**src/rtl/fetch_pkg.sv**
```systemverilog
// rtl/fetch_pkg.sv - shared types and constants for the instruction fetch queue
package fetch_pkg;

    localparam int          INSTR_W = 32;
    localparam int          PC_W    = 32;
    localparam logic [31:0] PC_INC  = 32'd4;

    typedef enum logic [1:0] {
        IDLE,
        REQ,
        DROP
    } fetch_state_t;

    typedef struct packed {
        logic [INSTR_W-1:0] inst;
        logic [PC_W-1:0]    pc;
    } fetch_entry_t;

endpackage

```
**src/rtl/instr_fetch_queue_if.sv**
```systemverilog
// rtl/instr_fetch_queue_if.sv - memory, redirect and decode-side signals of the fetch stage
interface instr_fetch_queue_if;
    import fetch_pkg::*;

    logic               mem_req;
    logic [PC_W-1:0]    mem_addr;
    logic               mem_ack;
    logic [INSTR_W-1:0] mem_rdata;
    logic               redirect;
    logic [PC_W-1:0]    redirect_pc;
    logic               inst_valid;
    logic [INSTR_W-1:0] inst;
    logic [PC_W-1:0]    inst_pc;
    logic               inst_ready;

    modport master (
        output mem_req, mem_addr, inst_valid, inst, inst_pc,
        input  mem_ack, mem_rdata, redirect, redirect_pc, inst_ready
    );

    modport slave (
        input  mem_req, mem_addr, inst_valid, inst, inst_pc,
        output mem_ack, mem_rdata, redirect, redirect_pc, inst_ready
    );

endinterface

```
**src/rtl/fetch_fifo.sv**
```systemverilog
// rtl/fetch_fifo.sv - first-word-fall-through queue of fetched {inst, pc} entries
module fetch_fifo
    import fetch_pkg::*;
#(
    parameter  int DEPTH = 4,
    localparam int PTR_W = $clog2(DEPTH),
    localparam int CNT_W = PTR_W + 1
) (
    input  logic             clk,
    input  logic             rst_n,
    input  logic             push,
    input  logic             pop,
    input  logic             flush,
    input  fetch_entry_t     wr_entry,
    output fetch_entry_t     head,
    output logic [CNT_W-1:0] count
);

    fetch_entry_t     mem_q [DEPTH];
    fetch_entry_t     mem_d [DEPTH];
    logic [PTR_W-1:0] wr_ptr_q, wr_ptr_d;
    logic [PTR_W-1:0] rd_ptr_q, rd_ptr_d;
    logic [CNT_W-1:0] count_q, count_d;
    logic             do_push, do_pop;

    always_comb begin
        do_pop   = pop && (count_q != '0);
        do_push  = push && ((count_q != CNT_W'(DEPTH)) || do_pop);
        mem_d    = mem_q;
        wr_ptr_d = wr_ptr_q;
        rd_ptr_d = rd_ptr_q;
        count_d  = count_q + CNT_W'(do_push) - CNT_W'(do_pop);
        if (do_push) begin
            mem_d[wr_ptr_q] = wr_entry;
            wr_ptr_d        = wr_ptr_q + PTR_W'(1);
        end
        if (do_pop) begin
            rd_ptr_d = rd_ptr_q + PTR_W'(1);
        end
        // A flush drops both the pending push and pop; storage contents are left stale.
        if (flush) begin
            mem_d    = mem_q;
            wr_ptr_d = '0;
            rd_ptr_d = '0;
            count_d  = '0;
        end
    end

    always_ff @(posedge clk or negedge rst_n) begin
        if (!rst_n) begin
            for (int i = 0; i < DEPTH; i++) begin
                mem_q[i] <= '0;
            end
            wr_ptr_q <= '0;
            rd_ptr_q <= '0;
            count_q  <= '0;
        end else begin
            mem_q    <= mem_d;
            wr_ptr_q <= wr_ptr_d;
            rd_ptr_q <= rd_ptr_d;
            count_q  <= count_d;
        end
    end

    assign head  = mem_q[rd_ptr_q];
    assign count = count_q;

endmodule

```
**src/rtl/instr_fetch_queue.sv**
```systemverilog
// rtl/instr_fetch_queue.sv - decoupled fetch stage: req/ack memory fetch FSM feeding a decode queue
module instr_fetch_queue
    import fetch_pkg::*;
#(
    parameter int          DEPTH    = 4,
    parameter logic [31:0] RESET_PC = 32'h0000_0000
) (
    input  logic                clk,
    input  logic                rst_n,
    instr_fetch_queue_if.master bus
);

    localparam int CNT_W = $clog2(DEPTH) + 1;

    fetch_state_t     state_q, state_d;
    logic [PC_W-1:0]  fetch_pc_q, fetch_pc_d;
    logic [PC_W-1:0]  stale_addr_q, stale_addr_d;
    logic [PC_W-1:0]  target_pc;
    logic [CNT_W-1:0] count;
    logic [CNT_W-1:0] count_next;
    logic             push, pop;
    fetch_entry_t     wr_entry, head;

    always_comb begin
        target_pc    = bus.redirect_pc & ~32'h3;
        pop          = bus.inst_valid && bus.inst_ready;
        push         = (state_q == REQ) && bus.mem_ack && !bus.redirect;
        count_next   = count + CNT_W'(push) - CNT_W'(pop);
        wr_entry     = '{inst: bus.mem_rdata, pc: fetch_pc_q};
        state_d      = state_q;
        fetch_pc_d   = fetch_pc_q;
        stale_addr_d = stale_addr_q;

        case (state_q)
            IDLE: begin
                if (!bus.redirect && (count < CNT_W'(DEPTH))) begin
                    state_d = REQ;
                end
            end
            REQ: begin
                if (bus.redirect) begin
                    // An unacked request must still be completed, so park its address in DROP.
                    if (bus.mem_ack) begin
                        state_d = IDLE;
                    end else begin
                        stale_addr_d = fetch_pc_q;
                        state_d      = DROP;
                    end
                end else if (bus.mem_ack) begin
                    state_d = (count_next < CNT_W'(DEPTH)) ? REQ : IDLE;
                end
            end
            DROP: begin
                if (bus.mem_ack) begin
                    state_d = bus.redirect ? IDLE : REQ;
                end
            end
            default: state_d = IDLE;
        endcase

        if (bus.redirect) begin
            fetch_pc_d = target_pc;
        end else if (push) begin
            fetch_pc_d = fetch_pc_q + PC_INC;
        end
    end

    always_ff @(posedge clk or negedge rst_n) begin
        if (!rst_n) begin
            state_q      <= IDLE;
            fetch_pc_q   <= {RESET_PC[31:2], 2'b00};
            stale_addr_q <= '0;
        end else begin
            state_q      <= state_d;
            fetch_pc_q   <= fetch_pc_d;
            stale_addr_q <= stale_addr_d;
        end
    end

    fetch_fifo #(.DEPTH(DEPTH)) u_fifo (
        .clk      (clk),
        .rst_n    (rst_n),
        .push     (push),
        .pop      (pop),
        .flush    (bus.redirect),
        .wr_entry (wr_entry),
        .head     (head),
        .count    (count)
    );

    assign bus.mem_req    = (state_q != IDLE);
    assign bus.mem_addr   = (state_q == DROP) ? stale_addr_q : fetch_pc_q;
    assign bus.inst_valid = (count != '0);
    assign bus.inst       = head.inst;
    assign bus.inst_pc    = head.pc;

endmodule

```
**src/flat_wrapper.sv**
```systemverilog
// flat-port wrapper written by rule: the top's interface ports become plain ports
module instr_fetch_queue_flat import fetch_pkg::*;
#(
    parameter int          DEPTH    = 4,
    parameter logic [31:0] RESET_PC = 32'h0000_0000
)
  (clk, rst_n, bus_mem_req, bus_mem_addr, bus_inst_valid, bus_inst, bus_inst_pc, bus_mem_ack, bus_mem_rdata, bus_redirect, bus_redirect_pc, bus_inst_ready);
  instr_fetch_queue_if bus_i ();
  input  logic clk;
  input  logic rst_n;
  output wire logic [$bits(bus_i.mem_req)-1:0] bus_mem_req;
  output wire logic [$bits(bus_i.mem_addr)-1:0] bus_mem_addr;
  output wire logic [$bits(bus_i.inst_valid)-1:0] bus_inst_valid;
  output wire logic [$bits(bus_i.inst)-1:0] bus_inst;
  output wire logic [$bits(bus_i.inst_pc)-1:0] bus_inst_pc;
  input wire logic [$bits(bus_i.mem_ack)-1:0] bus_mem_ack;
  input wire logic [$bits(bus_i.mem_rdata)-1:0] bus_mem_rdata;
  input wire logic [$bits(bus_i.redirect)-1:0] bus_redirect;
  input wire logic [$bits(bus_i.redirect_pc)-1:0] bus_redirect_pc;
  input wire logic [$bits(bus_i.inst_ready)-1:0] bus_inst_ready;
  assign bus_mem_req = bus_i.mem_req;
  assign bus_mem_addr = bus_i.mem_addr;
  assign bus_inst_valid = bus_i.inst_valid;
  assign bus_inst = bus_i.inst;
  assign bus_inst_pc = bus_i.inst_pc;
  assign bus_i.mem_ack = bus_mem_ack;
  assign bus_i.mem_rdata = bus_mem_rdata;
  assign bus_i.redirect = bus_redirect;
  assign bus_i.redirect_pc = bus_redirect_pc;
  assign bus_i.inst_ready = bus_inst_ready;
  instr_fetch_queue #(.DEPTH(DEPTH), .RESET_PC(RESET_PC)) u_core (.clk(clk), .rst_n(rst_n), .bus(bus_i));
endmodule
```
**config.mk**
```make
export PLATFORM = sky130hd
export DESIGN_NAME = instr_fetch_queue_flat
export DESIGN_NICKNAME = d
export VERILOG_FILES = /design/src/rtl/fetch_pkg.sv /design/src/rtl/instr_fetch_queue_if.sv /design/src/rtl/fetch_fifo.sv /design/src/rtl/instr_fetch_queue.sv /design/src/flat_wrapper.sv
export SDC_FILE = /design/constraint.sdc
export NUM_CORES = 1
export LEC_CHECK = 0
export ABC_AREA = 0
export CAP_MARGIN = 0
export CORE_UTILIZATION = 35
export CTS_BUF_LIST = sky130_fd_sc_hd__clkbuf_8
export DETAILED_ROUTE_END_ITERATION = 7
export GPL_TIMING_DRIVEN = 0
export PLACE_DENSITY = 0.5
export SYNTH_ARGS = -nofsm -noshare
export SYNTH_HDL_FRONTEND = slang
export SYNTH_SLANG_ARGS = --single-unit
```
**constraint.sdc**
```tcl
create_clock -name clk -period 2.85 [get_ports clk]
set_input_delay 0.57 -clock clk [delete_from_list [all_inputs] [get_ports clk]]
set_output_delay 0.57 -clock clk [all_outputs]
set_load 0.005 [all_outputs]
```
==> reports/qor.yml, run 1 <==
logic_synthesis:
  synth_cells: 1003
  ys_warn_count: 0
  yosysTopAreaCell: "dfrtp_1"
  synth_compound_area_share_pct: 2.32
  synth_fa_ha_area_share_pct: 0.909
  ys_async_sr_fraction_pct: 100
  ys.flop_type: "dfrtp_1"
  syn_avg_cell_area_sq_um: 14.5
  seq_area_frac_synth_pct: 54.4
  synth_seq_cells: 317
  synthMuxAreaShare_pct: 33.3
  synth_area_sq_um: 14600
  ys_types: 48
  synth.area.top_cells: "dfrtp_1 (54%), mux2_2 (24%), mux4_2 (9.6%)"
  synth_top_cell_area_share_pct: 54.4
  synth_top_family_by_area: "multiplexers"
  synth_simple_gate_area_share_pct: 5.07
  synth_enable_flop_cells: 0
  synth_xor_area_share_pct: 0.900
clocking:
  cts_buffers: 56
  cts_num_sinks: 317
  worstSkewPairLatency_ps: 640
  cts_root_buffer: "clkbuf_8"
  cts.htree.levels: 2
  cts_tree: "built"
  clock_path_buffers: 3
  clkSlewWorstSetupHoldPaths_ps: 60
placed_design:
  dpl.hpwl_microns: 24200
  gp_congestion: 0.747
  dp_slack_ps: -858
  io_buffers: 160
timing:
  fmax_mhz: 351
  worstMarginPinSlew_ps: 760
  hold_viol_final: 0
  drv_slew: 0
  rsz0062_at_grt: "yes"
  finalCriticalPeriod_ps: 2850
  relSlewSlack_pct: 49.4
  fin_worst_skew_ps: 21.5
  finalSetupViolCount: 0
  fin_ws_ps: 4.75
  fin_crit_sh_pct: 99.8
job:
  maxCapViolCount: 0
die:
  design.die.area_sq_um: 42500
  coreArea_sq_um: 41000
  num_io_pins: 167
  fp.dieH_microns: 206
  rows: 74
  die_w_microns: 206
  start_util_pct: 35.6
pwr:
  vdd_ir_drop_max_mv: 0.358
  p_leak_nw: 8.40
  pwr_density_cell_nw_per_um2: 852
  finalPower_mw: 15.6
cells_and_area:
  fillers: 3786
  diodes: 0
  synthToLayoutAreaGrowth_pct: 25.7
  fin_nets: 1335
  layout-drive-gt1-share_pct: 44.3
global_route:
  grt_max_degree: 116
  grt_antenna_before_repair: 1
  overflow: 0
  grt_pass1_wl_microns: 59200
  grtUsageTotal_pct: 18.5
  first_global_vias: 9648
route:
  viasPerCell: 5.06
  drtIter0Drc: 393
  drcViolationCount: 26
  wire_per_inst_microns: 20.8
  routed_wl_microns: 37900
  drt_pre_antenna_iters: 7
  vias: 9221
  ant_nets: 0
setup_path:
  r2r-end: "u_core.u_fifo.mem_q[197]"
  crit_arrival_ps: 2280
  required_ps: 2280
  crit_end: "bus_inst_pc[23]"
  timing.critical_path.fanout_max: 8
  crit_path_start_kind: "register"
  crit_path_start: "u_core.u_fifo.rd_ptr_q[0]"
  rr_startpoint: "u_core.u_fifo.count[1]"
  regToRegSetupSlack_ps: 230
  crit_type: "reg2out"
  end_kind: "output port"
  rr_worst_depth: 5
worst_hold_path:
  hp-class: "in2reg"
run_status:
  violations: "design-rule violations"
  outcome: "finished with violations"
## final cells by class
cell class | count | area [sq um] | area share [%]
Clock inverter | 28 | 113 | 0.614
Sequential cell | 317 | 7940 | 43.3
Clock buffer | 64 | 881 | 4.80
Multi-Input combinational cell | 586 | 6230 | 34.0
Inverter | 13 | 48.8 | 0.266
Tap cell | 532 | 666 | 3.63
Timing Repair Buffer | 196 | 1900 | 10.4
Buffer | 86 | 563 | 3.07
## how the worst min path moves through the flow
stage | start | endpoint | depth (start not counted)
2_1_floorplan | rst_n | u_core.fetch_pc_q[10] | 0
3_3_place_gp | u_core.u_fifo.mem_q[9] | u_core.u_fifo.mem_q[9] | 1
3_5_place_dp | u_core.u_fifo.mem_q[99] | u_core.u_fifo.mem_q[99] | 1
4_1_cts | bus_redirect_pc[10] | u_core.fetch_pc_q[10] | 3
5_1_grt | u_core.u_fifo.mem_q[76] | u_core.u_fifo.mem_q[76] | 1
6_report | bus_redirect_pc[10] | u_core.fetch_pc_q[10] | 3
## stage by stage
step	cells	utilization [%]	TNS, ps	area, sq um	hold WS, ps
after detailed placement	1700	41.3	-119600	16900	487
final	1822	44.7	0	18300	496
after global routing	1822	44.7	-449	18300	506
after global placement	1698	41.1	-4401140	16900	482
after CTS	1819	44.8	-1410	18400	452
after floorplan	1006	-	0	14600	274
## report_power, final
group / internal [mW] / switching (mW)
clock: 2.01 / 1.86
combinational: 3.37 / 2.08
sequential: 5.73 / 0.586
## cells in the mapped netlist, types with 3 or more instances
cell type,number
dfrtp_1,317
mux2_2,306
mux4_2,62
nand2_1,44
clkbuf_1,41
buf_2,35
nor2_1,19
o21ai_0,17
or4_1,15
a31oi_1,13
inv_1,13
nand3_1,13
xnor2_1,11
ha_1,9
o31ai_1,9
buf_1,8
nand4_1,7
nor4_1,7
buf_4,5
o211ai_1,5
or3_1,5
xor2_1,4
a21oi_1,3
nor2b_1,3
o31a_1,3
## cell usage in the layout, fill, tap and decap left out, types with 30 or more instances in the layout
| master | count |
|---|---|
| clkbuf_1 | 30 |
| dfrtp_1 | 313 |
| inv_1 | 39 |
| clkdlybuf4s50_1 | 68 |
| clkbuf_8 | 65 |
| dlygate4sd2_1 | 42 |
| mux4_2 | 62 |
| buf_2 | 47 |
| nand2_1 | 44 |
| mux2_2 | 304 |
## critical path, cell delays in order (launching register included)
cell     delay, ps
dfrtp_4        490
buf_12         160
buf_8          130
buf_12         130
buf_6          110
mux4_2         460
buf_6          140
## metal layers
metal | vias to the layer above | share of wire (%) | global-route usage (%)
met2 | 184 | 46 | 28.2
li1 | 4192 | - | -
met5 | - | 0.045 | 0
met4 | 2 | 1.6 | 4.57
met1 | 4785 | 48 | 26.8
met3 | 58 | 5.1 | 3.89
## cell families after synthesis
| kind of cell | Yosys count |
|---|---|
| mux | 370 |
| xor+xnor | 15 |
| simple gates | 134 |
| fa+ha+maj | 10 |
| compound gates | 53 |
| buf+inv | 103 |
| other cells | 1 |
| flops | 317 |
## what timing repair did
item                                   4_1_cts  5_1_grt
hold buffers                                 1        0
endpoints found under the hold margin       89        0
buffers inserted                            24        5
resized for setup                          263       35
setup endpoints to repair                   92       35
gates cloned                                 5        0
## sequential cells by signal (all words and copies together), names as in the netlist
name / count
u_core.fetch_pc_q: 30
u_core.stale_addr_q: 30
u_core.state_q: 2
u_core.u_fifo.count: 3
u_core.u_fifo.mem_q: 248
u_core.u_fifo.rd_ptr_q: 2
u_core.u_fifo.wr_ptr_q: 2
Power figures use the tool's default switching activity.
==> run 2: changes to the inputs <==
- CTS_CLUSTER_SIZE: unset -> 20
==> results of run 2 <==
Same layout as run 1: the final DEF is identical, and so are final timing and power.
==> run 3: changes to the inputs <==
- GPL_ROUTABILITY_DRIVEN: unset -> 0
==> results of run 3 <==
Same layout as run 1: the final DEF is identical, and so are final timing and power.
